$ cat config.mk
export PLATFORM = sky130hd
export DESIGN_NAME = pwm_deadtime
export DESIGN_NICKNAME = d
export VERILOG_FILES = /design/src/rtl/pwm_pkg.sv /design/src/rtl/pwm_deadtime.sv
export SDC_FILE = /design/constraint.sdc
export NUM_CORES = 1
export LEC_CHECK = 0
export ABC_AREA = 1
export ABC_CLOCK_PERIOD_IN_PS = 1300
export CORE_UTILIZATION = 45
export CTS_CLUSTER_DIAMETER = 150
export DETAILED_ROUTE_END_ITERATION = 8
export PLACE_DENSITY_LB_ADDON = 0.15
export SYNTH_ARGS = -nofsm -noshare
export SYNTH_HDL_FRONTEND = slang
export SYNTH_SLANG_ARGS = --single-unit
$ cat constraint.sdc
create_clock -name clk_i -period 1.3 [get_ports clk_i]
set_input_delay 0.26 -clock clk_i [delete_from_list [all_inputs] [get_ports clk_i]]
set_output_delay 0.26 -clock clk_i [all_outputs]
set_load 0.01 [all_outputs]
$ cat src/rtl/pwm_pkg.sv
// Shared definitions for the PWM generator chain: state encoding and default widths.
package pwm_pkg;

  localparam int PWM_DT_W = 8;

  typedef enum logic [2:0] {
    OFF    = 3'd0,
    LO     = 3'd1,
    DEAD_R = 3'd2,
    HI     = 3'd3,
    DEAD_F = 3'd4
  } dt_state_e;

endpackage

$ cat src/rtl/pwm_deadtime.sv
// Complementary high/low gate-drive pair from a single PWM input, with a
// programmable dead band on every transition and a sticky fault shutdown.
module pwm_deadtime
  import pwm_pkg::*;
#(
  parameter int DT_W = PWM_DT_W
) (
  input  logic            clk_i,
  input  logic            rst_i,
  input  logic            en_i,
  input  logic [DT_W-1:0] dt_i,
  input  logic            pwm_i,
  input  logic            fault_i,
  input  logic            fault_clr_i,
  output logic            hi_o,
  output logic            lo_o,
  output logic            fault_o
);

  dt_state_e       state_q, state_d;
  logic [DT_W-1:0] cnt_q, cnt_d;
  logic [DT_W-1:0] dt_eff;
  logic            pwm_q;
  logic            fault_q, fault_d;
  logic            hi_q, lo_q;
  logic            kill;

  assign dt_eff  = (dt_i == '0) ? DT_W'(1) : dt_i;
  // Shutdown acts on the raw inputs so it is not delayed by the pwm flop.
  assign kill    = fault_i | fault_q | ~en_i;
  assign fault_d = fault_i | (fault_q & ~fault_clr_i);

  always_comb begin
    state_d = state_q;
    cnt_d   = cnt_q;
    if (kill) begin
      state_d = OFF;
      cnt_d   = '0;
    end else begin
      case (state_q)
        OFF: begin
          state_d = pwm_q ? DEAD_R : DEAD_F;
          cnt_d   = dt_eff;
        end
        LO: if (pwm_q) begin
          state_d = DEAD_R;
          cnt_d   = dt_eff;
        end
        HI: if (!pwm_q) begin
          state_d = DEAD_F;
          cnt_d   = dt_eff;
        end
        DEAD_R: begin
          if (!pwm_q) begin
            state_d = DEAD_F;
            cnt_d   = dt_eff;
          end else if (cnt_q == DT_W'(1)) begin
            state_d = HI;
            cnt_d   = '0;
          end else begin
            cnt_d   = cnt_q - DT_W'(1);
          end
        end
        DEAD_F: begin
          if (pwm_q) begin
            state_d = DEAD_R;
            cnt_d   = dt_eff;
          end else if (cnt_q == DT_W'(1)) begin
            state_d = LO;
            cnt_d   = '0;
          end else begin
            cnt_d   = cnt_q - DT_W'(1);
          end
        end
        default: begin
          state_d = OFF;
          cnt_d   = '0;
        end
      endcase
    end
  end

  // Outputs decode the next state so they move on the same edge as the FSM.
  always_ff @(posedge clk_i) begin
    if (rst_i) begin
      state_q <= OFF;
      cnt_q   <= '0;
      pwm_q   <= 1'b0;
      fault_q <= 1'b0;
      hi_q    <= 1'b0;
      lo_q    <= 1'b0;
    end else begin
      state_q <= state_d;
      cnt_q   <= cnt_d;
      pwm_q   <= pwm_i;
      fault_q <= fault_d;
      hi_q    <= (state_d == HI);
      lo_q    <= (state_d == LO);
    end
  end

  assign hi_o    = hi_q;
  assign lo_o    = lo_q;
  assign fault_o = fault_q;

endmodule

==> results.yml <==
power_and_ir_drop:
  switching_share_pct: 28.0
  p_clk_share_pct: 29.9
  p_sw_mw: 0.267
  ir_worst_vdd_v: 0.000678
  cellPowerDensity_nw_per_um2: 757
  seqPwrFrac_pct: 50.8
  internal_power_mw: 0.687
  pwr-share-comb_pct: 19.4
  p_leak_nw: 0.585
final_layout:
  nNetsFinal: 190
  final_cell_mix: "nand2_1, inv_1, nor2_1, clkdlybuf4s50_1, buf_4"
  insertedDiodeCount: 0
  drive_gt1_share_pct: 26.6
  fillers: 157
  stdcell_area_um2: 1260
  final_common_cell: "nand2_1"
  syn_to_final_growth_pct: 41.0
detailed_routing:
  wl_mm: 2.08
  firstDrtPassIters: 4
  vias_per_cell: 4.74
  vias: 939
  drt-initial-drc-count: 15
  drc: 0
  ant_nets: 0
  post_drt_wl_per_cell_um: 10.5
setup_path:
  setup.worst_path.start_class: "flop"
  r2r_start: "state_q[1]$_SDFF_PP0_"
  path_cells: "inv_1 > nand2_1 > nand3_1 > nor2_4 > inv_1 > nand2_1 > a21oi_2"
  r2r_setup_slack_ps: 60
  endpoint: "cnt_q[6]$_SDFFE_PP0P_"
  r2r_cells: 7
  startpoint: "state_q[1]$_SDFF_PP0_"
  cpMaxStageDelayCell: "dfxtp_2"
  reg2reg_to: "cnt_q[6]$_SDFFE_PP0P_"
  worstPathRequired_ps: 1490
  cp_max_fo: 8
  cp.arrival_ps: 1430
  slowest_delay_ps: 400
  critical_path.endpoint_type: "flop"
  critPathKind: "flop to flop"
placed_design:
  io_buffers: 16
  placed_area_um2: 1150
  place_congestion: 0.848
  dp_hpwl_mm: 1.51
logic_synthesis:
  synth-seq-area-share_pct: 33.6
  synth_area_leaders: "dfxtp_1, nand2_1, nor2_1"
  synth_area_per_cell_um2: 6.34
  synth_top_cell_by_area: "dfxtp_1"
  syn-cell-area_um2: 895
  syn_nets: 157
  synthDistinctLibCells: 22
  synth_top_area_share_pct: 33.6
  synth_seq_cells: 15
  syn_inst: 141
  synth_warnings: 0
die:
  ioPinCount: 17
  core_area_um2: 1800
  die_area_um2: 2170
  num_rows: 15
  start_util_pct: 49.7
  fp.dieH_um: 46.6
  die_w_um: 46.6
hold_path:
  hp-class: "input pin to flop"
  hold_depth: 3
global_routing:
  grt_pass1_wl_mm: 3.25
  grt_usage_pct: 21.6
  first_global_vias: 856
  antenna_found_initial: 0
  grt_max_degree: 9
  grt_overflow: 0
sta:
  finalSetupViolCount: 0
  finalMaxSlewViolations: 0
  rsz0062_at_grt: "yes"
  max_freq_mhz: 804
  max_slew.worst_pin.slew_ps: 321
  timing.final.hold_violations: 0
  fin_skew_ps: 6.37
  post-route-period-util_pct: 95.7
  max_slew_margin_pct: 78.6
  timing.setup.tns_ps: 0
  fin_crit_ps: 1240
clocking:
  clk_pin_slew_worst_paths_ps: 100
  cts-hold-fix-buffers: 0
  cts_buffers: 3
  worst_skew_pair.late_latency_ps: 300
  htreeDepth: 1
  clock_path_buffers: 2
  tritoncts: "built"
  clock_sinks: 15
  cts-root-buf: "clkbuf_4"
job:
  drv_cap: 0
run_status:
  outcome: "finished clean"
==> what timing repair did <==
action	CTS	global route
pin swaps	1	7
endpoints found under the setup margin	4	11
resized for setup	6	23
buffers inserted	1	3
==> through the flow <==
stage	util (%)	setup slack (ps)	std cells	hold slack, ps	total power [mW]
2_1_floorplan	-	133	141	329	0.588
3_3_place_gp	63.6	-191	190	467	0.662
3_5_place_dp	63.6	-232	190	483	0.664
4_1_cts	65.6	9.71	195	472	0.954
5_1_grt	70.0	-30.3	198	506	1.01
6_report	70.0	56.0	198	477	0.954
==> cells in the mapped netlist <==
master,count
nor2_4,1
o21bai_1,1
inv_1,18
nor2_2,2
o21ai_2,1
nand2_4,1
nand3b_1,1
a21oi_2,1
a21oi_1,11
nand2_1,45
dfxtp_1,15
xnor2_1,1
a22oi_1,1
nand3_1,3
inv_2,4
nor2_1,20
ha_1,2
nand3_2,1
xor2_1,3
nand4_2,1
o21ai_1,4
o21ai_0,4
==> layer usage <==
metal  wire length (µm)  GRT usage, %  vias up
li1                   -             -      505
met1                956          24.9      414
met4                 35          10.6        0
met3                 66          4.71        5
met2               1030          36.9       15
met5                  0             0        -
==> state kept, by name (all words and copies together), names as in the netlist <==
signal,count
state_q,3
lo_o,1
pwm_q,1
fault_o,1
cnt_q,8
hi_o,1
==> worst min-delay path by stage <==
stage / start / to / slack (ps)
floorplan: rst_i / fault_o$_SDFF_PP0_ / 330
global placement: cnt_q[1]$_SDFFE_PP0P_ / cnt_q[1]$_SDFFE_PP0P_ / 470
detailed placement: fault_o$_SDFF_PP0_ / fault_o$_SDFF_PP0_ / 480
CTS: pwm_i / pwm_q$_SDFF_PP0_ / 470
global route: pwm_i / pwm_q$_SDFF_PP0_ / 510
finish: pwm_i / pwm_q$_SDFF_PP0_ / 480
==> cell type report <==
class,count,area [µm²],area share [%]
multi-input cells,104,563,44.6
inverters,22,82.6,6.55
repair buffers,28,246,19.5
flip-flops and latches,15,312,24.7
well taps,25,31.3,2.48
clock buffers,4,26.3,2.08
==> power by group through the flow <==
| stage | sequential, mW | combinational [mW] | clock [mW] |
|---|---|---|---|
| after global placement | 0.494 | 0.168 | 0 |
| final | 0.485 | 0.185 | 0.285 |
| after CTS | 0.484 | 0.171 | 0.299 |
| after floorplan | 0.493 | 0.0953 | 0 |
| after global routing | 0.487 | 0.209 | 0.311 |
| after detailed placement | 0.495 | 0.170 | 0 |
==> worst max-delay path, delay by kind of cell, from the launching register on <==
| kind | cells | cell delay [ps] |
|---|---|---|
| AO/OA/AOI/OAI | 1 | 60 |
| AND/OR/NAND/NOR | 4 | 440 |
| flip-flops | 1 | 400 |
| buffers and inverters | 2 | 220 |
==> cell families (layout without fill, tap and decap cells) <==
family / Yosys count / in the layout / share of synthesized area (%)
compound gates: 23 / 23 / 14.3
xor+xnor: 4 / 4 / 3.92
fa+ha+maj: 2 / 2 / 2.80
buf+inv: 22 / 54 / 9.23
flops: 15 / 15 / 33.6
simple gates: 75 / 75 / 36.2
Note: power is estimated with default switching activity, not from simulation.
